[src/rtl/wc_tile_feeder.sv]
// Six-sample tile feeder for the WC stage. Tiles overlap by two samples and each is held for HOLD_CYC cycles.
// Optional feature: define WC_TILE_CNT_EN to make tile_idx count the tiles of the current row.
module wc_tile_feeder #(
  parameter int W        = 10,
  parameter int HOLD_CYC = 6
) (
  input  logic           clk,
  input  logic           rst,
  input  logic           in_valid,
  input  logic [W-1:0]   in_data,
  input  logic           in_last,
  output logic           in_ready,
  output logic [6*W-1:0] D,
  output logic           tile_valid,
  output logic           tile_last,
  output logic [7:0]     tile_idx
);

  typedef enum logic [1:0] {
    FILL_FIRST = 2'd0,
    FILL       = 2'd1,
    HOLD       = 2'd2
  } state_t;

  state_t       state_reg, state_next;
  logic [W-1:0] smp_reg   [6];
  logic [W-1:0] d_reg     [6];
  logic [W-1:0] tile_next [6];
  logic [2:0]   cnt_reg;
  logic [7:0]   hold_reg;
  logic         in_ready_reg, tile_valid_reg, tile_last_reg;
  logic         accept, complete, hold_done;

  assign accept    = in_valid && in_ready_reg;
  assign complete  = accept && ((cnt_reg == 3'd5) || in_last);
  assign hold_done = (state_reg == HOLD) && (hold_reg == 8'(HOLD_CYC - 1));

  // Positions past the incoming sample are zero, which covers the short final tile.
  generate
    for (genvar gi = 0; gi < 6; gi++) begin : g_pos
      assign tile_next[gi] = (cnt_reg == 3'(gi)) ? in_data :
                             (cnt_reg >  3'(gi)) ? smp_reg[gi] : '0;
      assign D[(6-gi)*W-1 -: W] = d_reg[gi];
    end
  endgenerate

  always_comb begin
    state_next = state_reg;
    unique case (state_reg)
      FILL_FIRST, FILL: if (complete) state_next = HOLD;
      HOLD:             if (hold_done) state_next = tile_last_reg ? FILL_FIRST : FILL;
      default:          state_next = FILL_FIRST;
    endcase
  end

  always_ff @(posedge clk or negedge rst) begin
    if (!rst) begin
      state_reg      <= FILL_FIRST;
      in_ready_reg   <= 1'b0;
      tile_valid_reg <= 1'b0;
    end else begin
      state_reg      <= state_next;
      in_ready_reg   <= (state_next != HOLD);
      tile_valid_reg <= (state_next == HOLD);
    end
  end

  always_ff @(posedge clk or negedge rst) begin
    if (!rst) begin
      for (int i = 0; i < 6; i++) begin
        smp_reg[i] <= '0;
        d_reg[i]   <= '0;
      end
      cnt_reg       <= 3'd0;
      hold_reg      <= 8'd0;
      tile_last_reg <= 1'b0;
    end else begin
      if (accept) begin
        for (int i = 0; i < 6; i++)
          if (cnt_reg == 3'(i)) smp_reg[i] <= in_data;
        cnt_reg <= cnt_reg + 3'd1;
      end
      if (complete) begin
        for (int i = 0; i < 6; i++) d_reg[i] <= tile_next[i];
        tile_last_reg <= in_last;
        hold_reg      <= 8'd0;
      end
      if (state_reg == HOLD) begin
        if (hold_done) begin
          tile_last_reg <= 1'b0;
          for (int i = 0; i < 6; i++) smp_reg[i] <= '0;
          // The tail of this tile seeds the next one unless the row just ended.
          if (!tile_last_reg) begin
            smp_reg[0] <= d_reg[4];
            smp_reg[1] <= d_reg[5];
            cnt_reg    <= 3'd2;
          end else begin
            cnt_reg    <= 3'd0;
          end
        end else begin
          hold_reg <= hold_reg + 8'd1;
        end
      end
    end
  end

`ifdef WC_TILE_CNT_EN
  logic [7:0] idx_reg;

  always_ff @(posedge clk or negedge rst) begin
    if (!rst)           idx_reg <= 8'd0;
    else if (hold_done) idx_reg <= tile_last_reg ? 8'd0 : idx_reg + 8'd1;
  end

  assign tile_idx = idx_reg;
`else
  assign tile_idx = 8'd0;
`endif

  assign in_ready   = in_ready_reg;
  assign tile_valid = tile_valid_reg;
  assign tile_last  = tile_last_reg;

endmodule

[config.mk]
export PLATFORM = sky130hd
export DESIGN_NAME = wc_tile_feeder
export DESIGN_NICKNAME = d
export VERILOG_FILES = /design/src/rtl/wc_tile_feeder.sv
export SDC_FILE = /design/constraint.sdc
export NUM_CORES = 1
export LEC_CHECK = 0
export BUFFER_PORTS_ARGS = -buffer_cell sky130_fd_sc_hd__buf_2
export CAP_MARGIN = 30
export CORE_ASPECT_RATIO = 1.5
export CORE_MARGIN = 2
export CORE_UTILIZATION = 55
export CTS_CLUSTER_DIAMETER = 100
export DETAILED_ROUTE_END_ITERATION = 10
export PLACE_DENSITY = 0.88
export SYNTH_ARGS = -nofsm -noshare
export SYNTH_HDL_FRONTEND = slang
export SYNTH_SLANG_ARGS = --single-unit
[constraint.sdc]
create_clock -name clk -period 2.4 [get_ports clk]
set_clock_uncertainty 0.05 [all_clocks]
set_input_delay 0.12 -clock clk [delete_from_list [all_inputs] [get_ports clk]]
set_output_delay 0.12 -clock clk [all_outputs]
set_load 0.01 [all_outputs]
==> results by group <==
Placed design
  • DP HPWL: 10,000 microns
  • Placer Congestion: 0.841
  • Cell Count Post-Placement: 818
  • Port bufs: 76
  • Setup WS pre-CTS: 383 ps

Clock tree
  • CTS resizes: 0
  • Maximum level of the CTS H-tree: 4
  • CTS tree: done
  • Worst skew pair latency: 410 ps
  • TritonCTS Buffers: 17
  • Clk sink count: 136
  • Hold buffer count at CTS: 1
  • Clock root buffer master: clkbuf_16
  • Clk slew on worst S/H paths: 50 ps
  • CTS max path bufs: 2
  • Setup Fix Bufs, Post-CTS: 0

Worst setup path
  • Startpoint types: flop
  • Worst EP arrival: 2410 ps
  • CP Capture Type: flop
  • Worst-path fanout max: 10
  • WS Path Type: flop to flop
  • Worst path required time: 2660 ps

Job
  • MaxCap Viol Count: 0

Synth
  • Number of synthesized flops with an enable pin: 0
  • Mux cell area share after synthesis: 0.0659
  • Yosys reg bits: 136
  • Mean Syn Cell Area: 9.90 sq um
  • Adder-Cell Fraction of Synth Area: 0.0140
  • Unique masters post-synth: 42
  • Largest family of logic cells by synthesized area: compound AO/OA/AOI/OAI gates
  • Simple-gate share of the synthesized area: 0.139
  • Synthesized area: 0.00624 sq mm
  • XOR/XNOR share of the synthesized area: 0.00421
  • Asr flop ratio synth: 1.00
  • Compound-Gate Fraction of Synth Area: 0.173
  • Syn. warnings: 0
  • Post-Synthesis Cells: 631
  • Register area share after synthesis: 0.545
  • Top_reg_cell synth: dfrtp_1

STA
  • Final min period: 2150 ps
  • Tightest Pin Transition: 719 ps
  • Slew Viols, Final: 0
  • Unrepaired setup endpoints after global routing: false
  • Relative slew slack: 0.520
  • Total negative setup slack: 0 ps
  • Fmax: 464 MHz
  • Setup-failing EPs final: 0
  • Final Hold Viols: 0
  • Final period utilization: 0.897
  • Worst Hold Slack: 30.2 ps
  • Setup slack after layout: 247 ps

Drt
  • Avg Vias per Cell: 6.17
  • WL/cell: 18.8 microns
  • # DRC: 0
  • Detailed-route via count: 5,251
  • 1st-iter DRT viols: 654
  • Detail Route Antenna Nets: 0
  • Final WL: 16,000 microns
  • Detailed Routing Iterations Pass 1: 6

Floorplanning
  • Initial core utilization: 0.565
  • Site Rows: 47
  • I/O pins: 85
  • Die area: 0.0122 sq mm
  • Core box area: 0.0111 sq mm
  • Die X: 91 microns
  • DIE HEIGHT: 135 microns

GRT
  • Maximum number of pins on one net before global-route repair: 101
  • Initial antenna violation count: 0
  • GRT Total Usage: 0.269
  • Grt ovf: 0
  • Number of global-route vias before repair: 5,073
  • First-pass GRT wire length: 25,700 microns

Power and ir drop
  • Lkg Pwr: 3.48 nW
  • PD cells: 1360 mW/mm^2
  • Peak supply drop: 0.000681 V

Status
  • Outcome: complete, no violations

Cells and area
  • Diode count: 0
  • Net count, final: 712
  • Layout overhead on the synthesized area: 17.1%
  • Post-Layout Cell Count: 851
  • Finished Core Util: 0.661
  • Layout cells sized above 1: 0.189

Worst hold path
  • Hold Crit Class: primary input to flop
[critical path, stage by stage (launching register included)]
cell and delay (ps):
dfrtp_1 470, ha_1 270, ha_1 270, nor2_1 590, a22oi_1 140, o21ai_0 260
[cells by family after synthesis]
logic type | after synthesis
DFF | 136
buffers and inverters | 67
adders and majority gates | 7
other | 1
xor gates and xnor gates | 3
and+or+nand+nor | 192
AOI/OAI and AO/OA | 184
muxes | 41
[final timing paths]
path	start	endpoint	slack [ps]	cells after the start
max	cnt_reg[0]	D[23]	250	5
min	in_last	tile_last	30	3
max reg2reg	cnt_reg[0]	D[23]	250	5
min reg2reg	D[51]	D[51]	430	2
max in group asynchronous	rst	smp_reg[7]	1310	3
min in group asynchronous	rst	D[20]	220	2
[placed cells by master, fill, tap and decap left out, types with 2 or more instances in the layout]
cell type | netlist | layout
bufinv_16 | 0 | 3
mux2i_1 | 40 | 40
and2_1 | 3 | 3
clkbuf_16 | 0 | 17
conb_1 | 1 | 8
nand2_1 | 98 | 98
o21ai_1 | 2 | 2
buf_2 | 11 | 75
o21ai_0 | 89 | 89
a21oi_1 | 32 | 32
inv_1 | 6 | 6
xor2_1 | 2 | 2
clkinv_2 | 0 | 3
ha_1 | 7 | 7
buf_12 | 0 | 3
buf_4 | 12 | 15
a22oi_1 | 51 | 51
clkbuf_1 | 27 | 2
nand3_1 | 56 | 56
nor2_1 | 20 | 20
nor2b_1 | 5 | 5
o211ai_1 | 2 | 2
dfrtp_1 | 136 | 136
clkbuf_8 | 0 | 6
[power breakdown]
group	total, mW	internal [mW]	switching, mW
logic	3.34	1.29	2.05
registers	3.88	3.22	0.656
clock network	2.71	1.79	0.920
[cell usage after synthesis (all sizes together) (2+ instances only)]
master	number	area [sq um]
mux2i	40	400
nand2	99	374
a22oi	52	395
o21ai	92	464
buf	32	231
nor2	20	75.1
clkbuf	28	106
nor2b	5	31.3
dfrtp	136	3400
ha	7	87.6
a21oi	33	169
and4b	2	20.0
nand3	56	280
o211ai	2	15.0
inv	7	26.3
and2	3	18.8
xor2	2	17.5
[final cells by class]
type / instances / area, sq um
clock inverter: 7 / 113
timing repair buffer: 94 / 558
sequential: 136 / 3400
multi-input combinational: 435 / 2510
tap: 147 / 184
inverter: 7 / 26.3
clock buffer: 25 / 515
fill: 822 / 3740
[stage by stage]
stage | power, mW | area [sq um]
after floorplan | 5.95 | 6270
after global placement | 6.85 | 6670
after detailed placement | 7.10 | 6670
after CTS | 9.90 | 7310
after global routing | 10.5 | 7310
final | 9.94 | 7310
[routing by layer]
| layer | vias to the layer above | global-route usage | wire, microns |
|---|---|---|---|
| li1 | 2323 | - | - |
| met1 | 2538 | 0.323 | 5800 |
| met2 | 320 | 0.451 | 8160 |
| met3 | 70 | 0.0592 | 1270 |
| met4 | 0 | 0.150 | 741 |
| met5 | - | 0 | 0 |
No activity file was read; power rests on OpenSTA's default activity.
